## config.mk

```make
export PLATFORM = sky130hd
export DESIGN_NAME = dff_wr_arbiter_flat
export DESIGN_NICKNAME = d
export VERILOG_FILES = /design/src/rtl/dff_wr_arbiter_pkg.sv /design/src/rtl/dff_wr_arbiter_if.sv /design/src/rtl/dff_wr_arbiter_rr_pick.sv /design/src/rtl/dff_wr_arbiter.sv /design/src/flat_wrapper.sv
export SDC_FILE = /design/constraint.sdc
export NUM_CORES = 1
export LEC_CHECK = 0
export CAP_MARGIN = 20
export CORE_UTILIZATION = 45
export DETAILED_ROUTE_END_ITERATION = 6
export MAX_ROUTING_LAYER = met4
export PLACE_DENSITY = 0.91
export SYNTH_ARGS = -nofsm -noshare
export SYNTH_HDL_FRONTEND = slang
export SYNTH_SLANG_ARGS = --single-unit
```

## constraint.sdc

```tcl
create_clock -name i_clk -period 4.2 [get_ports i_clk]
set_input_delay 0.42 -clock i_clk [delete_from_list [all_inputs] [get_ports i_clk]]
set_output_delay 0.42 -clock i_clk [all_outputs]
set_load 0.02 [all_outputs]
```

## src/rtl/dff_wr_arbiter_pkg.sv

```systemverilog
// Shared definitions for dff_wr_arbiter: FSM encoding, N_REQ limits, index width helper.
package dff_wr_arbiter_pkg;

  typedef enum logic [1:0] {
    ST_IDLE  = 2'd0,
    ST_GRANT = 2'd1,
    ST_ACK   = 2'd2
  } state_e;

  localparam int unsigned N_REQ_MIN = 2;
  localparam int unsigned N_REQ_MAX = 8;

  // Bits needed to hold a requester index (at least one).
  function automatic int unsigned idx_w(input int unsigned n);
    return (n < 2) ? 1 : $clog2(n);
  endfunction

endpackage

```

## src/rtl/dff_wr_arbiter_if.sv

```systemverilog
// Requester-side bus of dff_wr_arbiter: requests, data slices, grant/ack and storage view.
interface dff_wr_arbiter_if #(
  parameter int unsigned N_REQ  = 4,
  parameter int unsigned DATA_W = 8
);
  logic                      enable;
  logic [N_REQ-1:0]          req;
  logic [N_REQ*DATA_W-1:0]   data;
  logic [N_REQ-1:0]          gnt;
  logic [N_REQ-1:0]          ack;
  logic                      wr_en;
  logic                      busy;
  logic [DATA_W-1:0]         q;

  modport master (
    output enable, req, data,
    input  gnt, ack, wr_en, busy, q
  );

  modport slave (
    input  enable, req, data,
    output gnt, ack, wr_en, busy, q
  );
endinterface

```

## src/rtl/dff_wr_arbiter_rr_pick.sv

```systemverilog
// Combinational round-robin picker: first set request after index 'last', with wrap.
module dff_wr_arbiter_rr_pick
  import dff_wr_arbiter_pkg::*;
#(
  parameter int unsigned N_REQ = 4,
  parameter int unsigned IDX_W = idx_w(N_REQ)
) (
  input  logic [N_REQ-1:0] req,
  input  logic [IDX_W-1:0] last,
  output logic [N_REQ-1:0] onehot,
  output logic [IDX_W-1:0] idx
);

  logic [IDX_W:0] cand;
  logic           found;

  // Walk last+1 .. last+N_REQ modulo N_REQ and keep the first requester seen.
  always_comb begin
    onehot = '0;
    idx    = '0;
    found  = 1'b0;
    cand   = '0;
    for (int unsigned i = 1; i <= N_REQ; i++) begin
      cand = (IDX_W+1)'(last) + (IDX_W+1)'(i);
      if (cand >= (IDX_W+1)'(N_REQ)) begin
        cand = cand - (IDX_W+1)'(N_REQ);
      end
      if (!found && req[cand[IDX_W-1:0]]) begin
        found                    = 1'b1;
        onehot[cand[IDX_W-1:0]]  = 1'b1;
        idx                      = cand[IDX_W-1:0];
      end
    end
  end

endmodule

```

## src/rtl/dff_wr_arbiter.sv

```systemverilog
// Round-robin write arbiter owning a shared enable-gated storage register.
// Optional build macro DFF_WR_ARB_PRIO_EN: requester 0 becomes fixed high priority.
module dff_wr_arbiter
  import dff_wr_arbiter_pkg::*;
#(
  parameter int unsigned       N_REQ     = 4,
  parameter int unsigned       DATA_W    = 8,
  parameter logic [DATA_W-1:0] RESET_VAL = '0
) (
  input  logic               i_clk,
  input  logic               i_rst,
  dff_wr_arbiter_if.slave    bus
);

  localparam int unsigned IDX_W = idx_w(N_REQ);
  localparam logic [IDX_W-1:0] LAST_RST = IDX_W'(N_REQ - 1);

  if (N_REQ < N_REQ_MIN || N_REQ > N_REQ_MAX) begin : g_bad_n_req
    $error("dff_wr_arbiter: N_REQ must be within 2..8");
  end

  state_e             state_q, state_d;
  logic [N_REQ-1:0]   gnt_q, gnt_d;
  logic [N_REQ-1:0]   ack_q, ack_d;
  logic               wr_en_q, wr_en_d;
  logic               busy_q, busy_d;
  logic [DATA_W-1:0]  q_q, q_d;
  logic [IDX_W-1:0]   last_q, last_d;
  logic [IDX_W-1:0]   win_q, win_d;
  logic               prio_q, prio_d;

  logic [N_REQ-1:0]   rr_req;
  logic [N_REQ-1:0]   pick_onehot;
  logic [IDX_W-1:0]   pick_idx;
  logic [N_REQ-1:0]   sel_onehot;
  logic [IDX_W-1:0]   sel_idx;
  logic               sel_prio;

  dff_wr_arbiter_rr_pick #(
    .N_REQ (N_REQ),
    .IDX_W (IDX_W)
  ) u_rr_pick (
    .req    (rr_req),
    .last   (last_q),
    .onehot (pick_onehot),
    .idx    (pick_idx)
  );

`ifdef DFF_WR_ARB_PRIO_EN
  // Requester 0 preempts the rotation; the others rotate among themselves.
  always_comb begin
    rr_req     = bus.req & ~N_REQ'(1);
    sel_onehot = pick_onehot;
    sel_idx    = pick_idx;
    sel_prio   = 1'b0;
    if (bus.req[0]) begin
      sel_onehot = N_REQ'(1);
      sel_idx    = '0;
      sel_prio   = 1'b1;
    end
  end
`else
  // Pure rotation across all requesters.
  always_comb begin
    rr_req     = bus.req;
    sel_onehot = pick_onehot;
    sel_idx    = pick_idx;
    sel_prio   = 1'b0;
  end
`endif

  // State and registered outputs; reset drops any in-flight write.
  always_ff @(posedge i_clk or posedge i_rst) begin
    if (i_rst) begin
      state_q <= ST_IDLE;
      gnt_q   <= '0;
      ack_q   <= '0;
      wr_en_q <= 1'b0;
      busy_q  <= 1'b0;
      q_q     <= RESET_VAL;
      last_q  <= LAST_RST;
      win_q   <= '0;
      prio_q  <= 1'b0;
    end else begin
      state_q <= state_d;
      gnt_q   <= gnt_d;
      ack_q   <= ack_d;
      wr_en_q <= wr_en_d;
      busy_q  <= busy_d;
      q_q     <= q_d;
      last_q  <= last_d;
      win_q   <= win_d;
      prio_q  <= prio_d;
    end
  end

  // Next state and next register values for IDLE -> GRANT -> ACK sequencing.
  always_comb begin
    state_d = state_q;
    gnt_d   = gnt_q;
    ack_d   = '0;
    wr_en_d = 1'b0;
    busy_d  = 1'b0;
    q_d     = q_q;
    last_d  = last_q;
    win_d   = win_q;
    prio_d  = prio_q;
    case (state_q)
      ST_IDLE: begin
        gnt_d = '0;
        if (bus.enable && (|bus.req)) begin
          gnt_d   = sel_onehot;
          win_d   = sel_idx;
          prio_d  = sel_prio;
          wr_en_d = 1'b1;
          busy_d  = 1'b1;
          state_d = ST_GRANT;
        end
      end
      ST_GRANT: begin
        q_d     = bus.data[32'(win_q)*DATA_W +: DATA_W];
        if (!prio_q) begin
          last_d = win_q;
        end
        ack_d   = gnt_q;
        busy_d  = 1'b1;
        state_d = ST_ACK;
      end
      ST_ACK: begin
        gnt_d   = '0;
        state_d = ST_IDLE;
      end
      default: begin
        gnt_d   = '0;
        state_d = ST_IDLE;
      end
    endcase
  end

  assign bus.gnt   = gnt_q;
  assign bus.ack   = ack_q;
  assign bus.wr_en = wr_en_q;
  assign bus.busy  = busy_q;
  assign bus.q     = q_q;

endmodule
```

## src/flat_wrapper.sv

```systemverilog
// flat-port wrapper written by rule: the top's interface ports become plain ports
module dff_wr_arbiter_flat import dff_wr_arbiter_pkg::*;
#(
  parameter int unsigned       N_REQ     = 4,
  parameter int unsigned       DATA_W    = 8,
  parameter logic [DATA_W-1:0] RESET_VAL = '0
)
  (i_clk, i_rst, bus_enable, bus_req, bus_data, bus_gnt, bus_ack, bus_wr_en, bus_busy, bus_q);
  dff_wr_arbiter_if #(.N_REQ(N_REQ), .DATA_W(DATA_W)) bus_i ();
  input  logic i_clk;
  input  logic i_rst;
  input wire logic [$bits(bus_i.enable)-1:0] bus_enable;
  input wire logic [$bits(bus_i.req)-1:0] bus_req;
  input wire logic [$bits(bus_i.data)-1:0] bus_data;
  output wire logic [$bits(bus_i.gnt)-1:0] bus_gnt;
  output wire logic [$bits(bus_i.ack)-1:0] bus_ack;
  output wire logic [$bits(bus_i.wr_en)-1:0] bus_wr_en;
  output wire logic [$bits(bus_i.busy)-1:0] bus_busy;
  output wire logic [$bits(bus_i.q)-1:0] bus_q;
  assign bus_i.enable = bus_enable;
  assign bus_i.req = bus_req;
  assign bus_i.data = bus_data;
  assign bus_gnt = bus_i.gnt;
  assign bus_ack = bus_i.ack;
  assign bus_wr_en = bus_i.wr_en;
  assign bus_busy = bus_i.busy;
  assign bus_q = bus_i.q;
  dff_wr_arbiter #(.N_REQ(N_REQ), .DATA_W(DATA_W), .RESET_VAL(RESET_VAL)) u_core (.i_clk(i_clk), .i_rst(i_rst), .bus(bus_i));
endmodule
```

==> qor.txt <==
Diode count = 0
First-pass GRT wire length = 5580 um
Top cells by area, synth = dfrtp_1, mux4_2, ha_1, mux2_2, dfstp_2
Sequential-to-total area share from yosys stat = 39.1%
Detailed-route via count = 1,250
Remaining DRCs = 0
EDFF count, synth = 0
Hold Crit Class = flip-flop to flip-flop
Number of I/O port buffers = 56
CP Launch Type = flip-flop
Ys Warns = 0
Max Clock Skew = 1.12 ps
CTS clk-pin slew, worst paths = 130 ps
Fmax = 332 MHz
Crit. End Element = flip-flop
CTS tree = built
RSZ-0062 raised after global routing = false
Cts repair resizes = 0
Syn Area/Cell = 12.3 um^2
Utilization after layout = 68.9%
Tot Pwr = 1.37 mW
Share of flip-flops with an asynchronous set or reset = 100%
Relative slew slack = 40.4%
Post-CTS setup buffers = 0
Site row count = 20
# setup viols final = 0
Hold Path Stages = 1
Fin nets = 226
Worst Path Buf+Inv = 1
FF+latch count, synth = 24
Crit-path max FO = 14
Top FF cell, synth = dfrtp_1
Final worst slack = 1190 ps
Die H = 60.5 um
Worst R2R Path Depth = 6
Count leader, synth = dfrtp_1
Least-Margin Pin Slew = 894 ps
Sink Count = 24
WP data arrival = 3210 ps
Initial antenna violation count = 0
Fin crit share = 71.7%
Number of cells produced by synthesis = 125
Total track usage = 21.9%
Final hold vios = 0
Pwr per Cell Area = 629 nW/um^2
RR Startpoint = u_core.last_q[0]$_DFFE_PP1P_
Initial Util = 48.9%
Critical Path Max Stage Delay = 720 ps
Setup slack, reg-to-reg = 1190 ps
Largest net degree at the start of global routing = 25
Vias in the first global route = 1,191
Final slew viol count = 0
Setup WS pre-CTS = 1220 ps
Syn_nets = 172
Layout area overhead = 41.0%
Cell taking the most area after synthesis = dfrtp_1
I/O pin count = 57
Iteration-0 DRC Markers = 55
Synth cell count leaders = dfrtp_1, inv_1, mux4_2, ha_1, mux2_2
Pleak = 0.902 nW
Synth unique cells = 34
Clk root buf = clkbuf_4
WL final = 3610 um
Drt pass-1 iters = 4
CP Cell Sequence = inv_1, ha_1, mux4_2, or4b_4, o311ai_2, o311ai_2
CP required = 4400 ps
Post-DP HPWL = 2800 um
Worst VDD drop = 0.413 mV
Crit path kind = flip-flop to flip-flop
Crit. path cell count = 6
Fillcell total = 220
Placer congestion estimate = 0.891
Area of the multi-input gates = 838 um^2
Min-delay src = u_core.state_q[1]$_DFFE_PP0P_
Status = completed
Core Area = 3150 um^2
Number of nets with antenna violations after routing = 0
CP most frequent cell = o311ai_2
Clk_lat worst skew = 320 ps
Synth top area share = 35.7%
Min cycle time layout = 3010 ps
Routed vias/inst = 5.63
CTS Buffer Depth = 2
Worst Setup SP = u_core.last_q[0]$_DFFE_PP1P_
Crit-path leading delay family = flip-flops
Remaining global-route overflow = 0
Post-route setup TNS = 0 ps
Post-DR wirelength/cell = 16.3 um
H-tree Lvls = 1
DIE AREA = 3660 um^2
Die width = 60.5 um
Cts hold-fix bufs = 0
CTS buffer count = 3
Cell count after placement = 217
Slowest-stage cell, CP = dfstp_2
Max-cap viol count = 0
Synth Cell Area = 1540 um^2
Fraction of layout cells with a size suffix above 1 = 18.5%
Sequential cell area = 603 um^2
Non-Filler Instances = 222
==> stage by stage <==
step | hold slack [ps] | cell area, um^2
floorplan | 416 | 1540
global placement | 426 | 2110
detailed placement | 440 | 2110
CTS | 469 | 2160
global route | 504 | 2170
finish | 477 | 2170
==> final timing paths <==
kind / to
worst min register to register: u_core.bus.busy$_DFF_PP0_
worst max-delay path: u_core.win_q[1]$_DFFE_PP0P_
min in group asynchronous: u_core.bus.ack[3]$_DFF_PP0_
max in group asynchronous: u_core.bus.busy$_DFF_PP0_
worst min-delay path: u_core.bus.busy$_DFF_PP0_
worst max register to register: u_core.win_q[1]$_DFFE_PP0P_
==> cell type report <==
type / count / area share, %
Multi-Input combinational cell: 79 / 38.6
Sequential cell: 24 / 27.7
Timing Repair Buffer: 57 / 26.3
Tap cell: 44 / 2.53
Inverter: 14 / 2.42
Clock inverter: 1 / 1.38
Clock buffer: 3 / 1.04
==> report_power, final <==
part | total, mW | leakage (nW) | internal [mW] | switching (mW)
Combinational | 0.770 | 0.575 | 0.415 | 0.356
Sequential | 0.428 | 0.299 | 0.323 | 0.105
Clock | 0.168 | 0.0279 | 0.0965 | 0.0715
Total | 1.37 | 0.902 | 0.834 | 0.532
==> flip-flops by register name, summed over array words and instances (netlist names) <==
signal            count
u_core.bus.q          8
u_core.bus.wr_en      1
u_core.state_q        2
u_core.win_q          2
u_core.bus.gnt        4
u_core.bus.ack        4
u_core.last_q         2
u_core.bus.busy       1
==> metal layers <==
metal	vias to the layer above	wire (um)	GRT usage, %
met5	-	0	-
li1	574	-	-
met1	609	1390	26.2
met3	10	190	3.41
met4	0	96	8.77
met2	57	1930	36.9
==> cells in the final DEF (no fill, tap or decap), drive strengths merged, types with 2 or more instances in the layout <==
master	n
nor3	2
a211o	4
dfstp	2
a221oi	4
or3b	6
dfrtp	22
inv	14
nor2	3
clkbuf	3
nand2b	2
o21ai	2
o311ai	2
mux4	12
ha	8
clkdlybuf4s50	56
or3	2
and2	4
mux2	8
nand2	4
a21oi	6
==> logic make-up after synthesis <==
| group | Yosys count | synth area share, % |
|---|---|---|
| and+or+nand+nor | 26 | 11.1 |
| buffers and inverters | 22 | 6.49 |
| AOI/OAI and AO/OA | 24 | 12.5 |
| DFF | 24 | 39.1 |
| muxes | 21 | 24.3 |
| adders and majority gates | 8 | 6.49 |
No activity file was read; power rests on OpenSTA's default activity.
